`src/rtl/irq_arbiter_if.sv`:
```
// Interrupt arbiter bus: raw sources, mask register access and the CP0 request/ack/eret link.
// Handshake: ir_req stays high from grant until ir_ack is sampled high in REQ; eret then closes the handler.
interface irq_arbiter_if #(parameter int IRQ_NUM = 8);
    logic [IRQ_NUM-1:0] irq_in;
    logic               mask_we;
    logic [IRQ_NUM-1:0] mask_wdata;
    logic [IRQ_NUM-1:0] mask_r;
    logic [IRQ_NUM-1:0] pend_r;
    logic               ir_req;
    logic               ir_ack;
    logic               eret;
    logic [2:0]         cause;
    logic               busy;
    logic [1:0]         dbg_state;

    modport master (
        output irq_in, mask_we, mask_wdata, ir_ack, eret,
        input  mask_r, pend_r, ir_req, cause, busy, dbg_state
    );

    modport slave (
        input  irq_in, mask_we, mask_wdata, ir_ack, eret,
        output mask_r, pend_r, ir_req, cause, busy, dbg_state
    );
endinterface

```
`src/rtl/irq_arbiter.sv`:
```
// Interrupt arbiter: synchronizes and edge-detects sources, pends them and hands one at a time to CP0.
// Define IRQ_ROUND_ROBIN_EN for rotating priority; the default build is fixed lowest-index priority.
module irq_arbiter #(
    parameter int IRQ_NUM = 8
) (
    input  logic         clk,
    input  logic         rst_n,
    irq_arbiter_if.slave bus
);
    typedef enum logic [1:0] {
        IDLE    = 2'd0,
        REQ     = 2'd1,
        SERVICE = 2'd2
    } state_e;

    state_e             state_q, state_d;
    logic [IRQ_NUM-1:0] sync1_q, sync2_q, prev_q;
    logic [IRQ_NUM-1:0] mask_q, pend_q, pend_d;
    logic [IRQ_NUM-1:0] rise, eligible, clr, search;
    logic               ir_req_q, ir_req_d;
    logic [2:0]         cause_q, cause_d;
    logic [2:0]         lo_idx, win_idx;
    logic               win_vld;
    logic               take_ack;

    assign rise     = sync2_q & ~prev_q;
    assign eligible = pend_q & mask_q;
    assign take_ack = (state_q == REQ) && bus.ir_ack;
    assign win_vld  = |eligible;

`ifdef IRQ_ROUND_ROBIN_EN
    logic [2:0]           ptr_q;
    logic [2*IRQ_NUM-1:0] dbl;
    logic [3:0]           rr_sum;

    // Rotate so bit 0 of the search vector is the source at the pointer.
    assign dbl     = {eligible, eligible} >> ptr_q;
    assign search  = dbl[IRQ_NUM-1:0];
    assign rr_sum  = {1'b0, ptr_q} + {1'b0, lo_idx};
    assign win_idx = (rr_sum >= 4'(IRQ_NUM)) ? 3'(rr_sum - 4'(IRQ_NUM)) : rr_sum[2:0];

    always_ff @(posedge clk or negedge rst_n) begin
        if (!rst_n) begin
            ptr_q <= '0;
        end else if (take_ack) begin
            ptr_q <= (cause_q == 3'(IRQ_NUM - 1)) ? 3'd0 : cause_q + 3'd1;
        end
    end
`else
    assign search  = eligible;
    assign win_idx = lo_idx;
`endif

    always_comb begin
        lo_idx = '0;
        for (int i = IRQ_NUM - 1; i >= 0; i--) begin
            if (search[i]) lo_idx = 3'(i);
        end
    end

    always_comb begin
        clr = '0;
        for (int i = 0; i < IRQ_NUM; i++) begin
            clr[i] = take_ack && (cause_q == 3'(i));
        end
    end

    // A new edge on the bit being acknowledged must survive the clear.
    assign pend_d = (pend_q & ~clr) | rise;

    always_comb begin
        state_d  = state_q;
        cause_d  = cause_q;
        ir_req_d = 1'b0;
        case (state_q)
            IDLE: begin
                if (win_vld) begin
                    state_d = REQ;
                    cause_d = win_idx;
                end
            end
            REQ: begin
                if (bus.ir_ack) state_d = SERVICE;
                else            ir_req_d = 1'b1;
            end
            SERVICE: begin
                if (bus.eret) state_d = IDLE;
            end
            default: state_d = IDLE;
        endcase
    end

    always_ff @(posedge clk or negedge rst_n) begin
        if (!rst_n) begin
            state_q  <= IDLE;
            sync1_q  <= '0;
            sync2_q  <= '0;
            prev_q   <= '0;
            mask_q   <= '1;
            pend_q   <= '0;
            ir_req_q <= 1'b0;
            cause_q  <= '0;
        end else begin
            state_q  <= state_d;
            sync1_q  <= bus.irq_in;
            sync2_q  <= sync1_q;
            prev_q   <= sync2_q;
            pend_q   <= pend_d;
            ir_req_q <= ir_req_d;
            cause_q  <= cause_d;
            if (bus.mask_we) mask_q <= bus.mask_wdata;
        end
    end

    assign bus.mask_r    = mask_q;
    assign bus.pend_r    = pend_q;
    assign bus.ir_req    = ir_req_q;
    assign bus.cause     = cause_q;
    assign bus.busy      = (state_q == SERVICE);
    assign bus.dbg_state = state_q;
endmodule

```
`src/flat_wrapper.sv`:
```
// flat-port wrapper written by rule: the top's interface ports become plain ports
module irq_arbiter_flat 
#(
    parameter int IRQ_NUM = 8
)
  (clk, rst_n, bus_irq_in, bus_mask_we, bus_mask_wdata, bus_ir_ack, bus_eret, bus_mask_r, bus_pend_r, bus_ir_req, bus_cause, bus_busy, bus_dbg_state);
  irq_arbiter_if #(.IRQ_NUM(IRQ_NUM)) bus_i ();
  input  logic clk;
  input  logic rst_n;
  input wire logic [$bits(bus_i.irq_in)-1:0] bus_irq_in;
  input wire logic [$bits(bus_i.mask_we)-1:0] bus_mask_we;
  input wire logic [$bits(bus_i.mask_wdata)-1:0] bus_mask_wdata;
  input wire logic [$bits(bus_i.ir_ack)-1:0] bus_ir_ack;
  input wire logic [$bits(bus_i.eret)-1:0] bus_eret;
  output wire logic [$bits(bus_i.mask_r)-1:0] bus_mask_r;
  output wire logic [$bits(bus_i.pend_r)-1:0] bus_pend_r;
  output wire logic [$bits(bus_i.ir_req)-1:0] bus_ir_req;
  output wire logic [$bits(bus_i.cause)-1:0] bus_cause;
  output wire logic [$bits(bus_i.busy)-1:0] bus_busy;
  output wire logic [$bits(bus_i.dbg_state)-1:0] bus_dbg_state;
  assign bus_i.irq_in = bus_irq_in;
  assign bus_i.mask_we = bus_mask_we;
  assign bus_i.mask_wdata = bus_mask_wdata;
  assign bus_i.ir_ack = bus_ir_ack;
  assign bus_i.eret = bus_eret;
  assign bus_mask_r = bus_i.mask_r;
  assign bus_pend_r = bus_i.pend_r;
  assign bus_ir_req = bus_i.ir_req;
  assign bus_cause = bus_i.cause;
  assign bus_busy = bus_i.busy;
  assign bus_dbg_state = bus_i.dbg_state;
  irq_arbiter #(.IRQ_NUM(IRQ_NUM)) u_core (.clk(clk), .rst_n(rst_n), .bus(bus_i));
endmodule
```
`config.mk`:
```
export PLATFORM = sky130hd
export DESIGN_NAME = irq_arbiter_flat
export DESIGN_NICKNAME = d
export VERILOG_FILES = /design/src/rtl/irq_arbiter_if.sv /design/src/rtl/irq_arbiter.sv /design/src/flat_wrapper.sv
export SDC_FILE = /design/constraint.sdc
export NUM_CORES = 1
export LEC_CHECK = 0
export CAP_MARGIN = 20
export CORE_MARGIN = 3
export CORE_UTILIZATION = 49
export CTS_BUF_LIST = sky130_fd_sc_hd__clkbuf_8
export CTS_CLUSTER_DIAMETER = 200
export DETAILED_ROUTE_END_ITERATION = 8
export PLACE_DENSITY_LB_ADDON = 0.05
export SYNTH_ARGS = -nofsm -noshare
export SYNTH_HDL_FRONTEND = slang
export SYNTH_SLANG_ARGS = --single-unit
```
`constraint.sdc`:
```
create_clock -name clk -period 1.31 [get_ports clk]
set_input_delay 0.131 -clock clk [delete_from_list [all_inputs] [get_ports clk]]
set_output_delay 0.131 -clock clk [all_outputs]
set_load 0.02 [all_outputs]
```
==> results of run 1 <==
-- kinds of logic after synthesis --
| family | count (synthesis) | synth area share [%] |
|---|---|---|
| AOI/OAI and AO/OA | 30 | 11.7 |
| buffers and inverters | 11 | 2.68 |
| muxes | 8 | 5.68 |
| DFF | 46 | 73.2 |
| and+or+nand+nor | 20 | 6.78 |
-- power groups by stage --
stage               logic (mW)  registers, mW  clock network, mW
floorplan                0.399           2.10                  0
global placement          1.36           1.84                  0
detailed placement        1.38           1.85                  0
CTS                       1.29           1.82               1.04
global route              1.37           1.86               1.10
finish                    1.27           1.83               1.01
-- metal layers --
layer	track usage, %	part of all wire [%]
met2	32.7	51
met1	19.8	40
met5	0	0
met3	5.58	5.9
met4	8.54	2.3
-- path summary, 6_finish.rpt --
check / to / slack [ps] / depth (start not counted)
max in group asynchronous: u_core.bus.mask_r[3]$_DFFE_PN1P_ / 690 / 3
worst max-delay path: u_core.bus.pend_r[0]$_DFF_PN0_ / -30 / 5
worst min-delay path: u_core.sync1_q[4]$_DFF_PN0_ / 270 / 1
min in group asynchronous: u_core.bus.ir_req$_DFF_PN0_ / 350 / 3
worst min register to register: u_core.sync2_q[1]$_DFF_PN0_ / 350 / 0
worst max register to register: u_core.bus.pend_r[0]$_DFF_PN0_ / -30 / 5
-- state kept, by name, summed over array words and instances, names as in the netlist --
signal	flops
u_core.bus.dbg_state	2
u_core.bus.pend_r	8
u_core.sync1_q	8
u_core.bus.cause	3
u_core.bus.ir_req	1
u_core.sync2_q	8
u_core.bus.mask_r	8
u_core.prev_q	8
-- repair_timing --
action / CTS / global route
pin swaps: 0 / 1
endpoints found under the setup margin: 26 / 17
cloned: 0 / 0
hold buffers: 1 / 0
gates resized for setup: 34 / 12
endpoints found under the hold margin: 38 / 0
setup buffers: 0 / 1
-- final cells by class --
| cell class | count | share of cell area (%) |
|---|---|---|
| flip-flops and latches | 46 | 52.0 |
| inverters | 10 | 1.68 |
| well taps | 44 | 2.47 |
| clock inverters | 3 | 1.85 |
| multi-input cells | 58 | 17.4 |
| repair buffers | 54 | 21.5 |
| clock buffers | 5 | 3.08 |
-- placed cells by master, fill, tap and decap left out, types with 2 or more instances in the layout --
cell type                         Yosys  final
sky130_fd_sc_hd__dfrtp_1             38     38
sky130_fd_sc_hd__clkdlybuf4s50_1      0     19
sky130_fd_sc_hd__dlygate4sd2_1        0     14
sky130_fd_sc_hd__inv_1               10     11
sky130_fd_sc_hd__o21ai_0             15     10
sky130_fd_sc_hd__nand2_1              9      9
sky130_fd_sc_hd__mux2_2               8      8
sky130_fd_sc_hd__buf_4                0      8
sky130_fd_sc_hd__dfstp_2              8      8
sky130_fd_sc_hd__o21ai_1              1      6
sky130_fd_sc_hd__clkbuf_8             0      5
sky130_fd_sc_hd__clkbuf_2             0      5
sky130_fd_sc_hd__a21oi_1              4      4
sky130_fd_sc_hd__nand2b_1             3      3
sky130_fd_sc_hd__a22oi_1              4      3
sky130_fd_sc_hd__clkdlybuf4s15_1      0      3
sky130_fd_sc_hd__a32o_1               2      2
sky130_fd_sc_hd__buf_2                1      2
==> summary.md, run 1 <==
| Metric | Value |
|---|---|
| Die X-Extent | `between 60 and 70 um` |
| Post-layout util | `between 70% and 80%` |
| Mean post-synth cell area | `around 14 um2` |
| Register area | `0.00116 mm2` |
| Top fanout value on the critical path | `5` |
| # IOs | `44` |
| Routed via count divided by cell count | `a little over 5` |
| Count of routing violations after the opening detailed-route iteration | `20` |
| Cell with the biggest individual delay on the critical path | `sky130_fd_sc_hd__dfrtp_1` |
| Final wirelength | `3.15 mm` |
| Switching power summed over all nets | `between 1 and 1.5 mW` |
| Global-route wire length before repair | `5.56 mm` |
| Area taken by multi-input logic gates | `around 390 um2` |
| Final critical delay including setup and external delays | `between 1000 and 1500 ps` |
| Setup_tns | `-34.1 ps` |
| Setup WS post-layout | `-34.1 ps` |
| Largest cells by area after synthesis | `sky130_fd_sc_hd__dfrtp_1 60%, sky130_fd_sc_hd__dfstp_2 13%, sky130_fd_sc_hd__mux2_2 5.7%` |
| Least-Margin Pin Slew | `about 390 ps` |
| Most common library cells after synthesis | `38 x sky130_fd_sc_hd__dfrtp_1, 15 x sky130_fd_sc_hd__o21ai_0, 10 x sky130_fd_sc_hd__inv_1` |
| Endpoints failing hold | `0` |
| Placed Area | `approximately 0.0021 mm2` |
| Sw Share | `~32%` |
| Via count of the first global-routing pass | `approximately 1,200` |
| Worst-case clock buffer depth | `2` |
| Critical path's top delay family | `simple AND/OR/NAND/NOR gates` |
| Maximum vdd drop | `approximately 1.2 mV` |
| Largest net degree at the start of global routing | `47` |
| Number of flops mapped to enable cells by yosys | `0` |
| Reg clk slew, reported paths | `roughly 80 ps` |
| Setup slack after placement | `-107 ps` |
| Launch instance of the worst min-delay path | `bus_irq_in[4]` |
| Most common cell in the netlist | `sky130_fd_sc_hd__dfrtp_1` |
| Library cell with the largest summed area after synthesis | `sky130_fd_sc_hd__dfrtp_1` |
| Count of distinct cell types in the synthesized netlist | `24` |
| Number of antenna violations at the first check in global routing | `0` |
| Filler-free cell count of the finished design | `220` |
| Launching point of the worst reg2reg path | `u_core.bus.dbg_state[1]$_DFFE_PN0P_` |
| Placement row count | `20` |
| Static leakage power | `0.981 nW` |
| Worst Skew | `3.41 ps` |
| Initial cell density of the core | `between 50% and 60%` |
| Count of vias placed by the detailed router | `approximately 1,100` |
| Share of synthesized registers carrying an async set or reset | `100%` |
| Final RePlAce weighted congestion | `a little over 0.8` |
| Worst path buffer plus inverter count | `1` |
| Power per standard cell area | `~1800 mW/mm2` |
| Worst Setup Path Type | `reg -> reg` |
| Final-stage net count | `between 150 and 200` |
| Delay of the slowest cell on the worst path | `between 300 and 400 ps` |
| Synth Instances | `about 120` |
| Launching element type of the critical path | `register` |
| # setup viols final | `1` |
| Count of antenna-violating nets left after detailed routing | `0` |
| Num CTS Buffers | `5` |
| Die height | `62.9 um` |
| Number of warnings printed during yosys synthesis | `0` |
| Slew Viols, Final | `0` |
| Max capacitance violation total | `0` |
| Aggregate global-route resource usage | `a little under a fifth` |
| H-tree level count | `2` |
| Total of buffers placed on input and output ports | `43` |
| Clock Root Buffer | `sky130_fd_sc_hd__clkbuf_8` |
| Capturing element type of the critical path | `register` |
| Count of filler cells inserted in the layout | `237` |
| Cells traversed along the worst timing path | `buf_6 -> nand3b_1 -> or2_4 -> o31ai_2 -> o21ai_1` |
| Final critical-path share of the clock period | `103%` |
| First-pass DRT Iterations | `4` |
| Cell Count Post-Placement | `210` |
| Clock share of power | `24.5%` |
| Combined area of all synthesized cells | `0.00159 mm2` |
| Max-Slew Margin vs Limit | `approximately three quarters` |
| Worst hold slack | `~270 ps` |
| Fraction of final layout cells with drive strength greater than 1 | `24.4%` |
| Post-route design area | `0.00223 mm2` |
| Total internal power | `2.78 mW` |
| Crit path DAT | `1520 ps` |
| Later-pin clock latency in the skew report | `290 ps` |
| TritonCTS clock tree | `done` |
| Required time of the worst setup path | `between 1000 and 1500 ps` |
| Core Box Area | `between 0.003 and 0.004 mm2` |
| Failing checks | `setup timing` |
| Global-route congestion overflow total | `0` |
| Highest achievable clock rate | `744 MHz` |
| Number of remaining DRC errors | `0` |
| TritonCTS Sinks | `46` |
| Worst setup path startpoint | `u_core.bus.dbg_state[1]$_DFFE_PN0P_` |
| Register area share after synthesis | `around 73%` |
| HPWL after detailed placement | `~2.3 mm` |
| Logic gate share of total power | `between 30% and 40%` |
| Routed length per placed instance | `14.3 um` |
| Total of flip-flops plus latches after synthesis | `46` |
| Setup repair after global routing missed its margin | `true` |
| Path class of the lowest-slack min-delay path | `in -> reg` |
| Sequential share of power | `between 40% and 50%` |
| Antenna Diode Count | `0` |
| Net count of the mapped netlist | `~140` |
| Die ar. | `0.00396 mm2` |
| Yosys top cell area share | `between 50% and 60%` |
| Layout Area Growth over Synthesis | `40.6%` |
| Primary FF master, synth | `sky130_fd_sc_hd__dfrtp_1` |
| Run status | `finished, violations left` |
| Design Power | `~4.1 mW` |
(Power assumes the default switching activity.)
==> run 2: changes to the inputs <==
--- a/config.mk
+++ b/config.mk
@@ -5,7 +5,6 @@
 export SDC_FILE = /design/constraint.sdc
 export NUM_CORES = 1
 export LEC_CHECK = 0
-export CAP_MARGIN = 20
 export CORE_MARGIN = 3
 export CORE_UTILIZATION = 49
 export CTS_BUF_LIST = sky130_fd_sc_hd__clkbuf_8
==> results of run 2 <==
Final layout, timing and power as in run 1 (identical DEF).
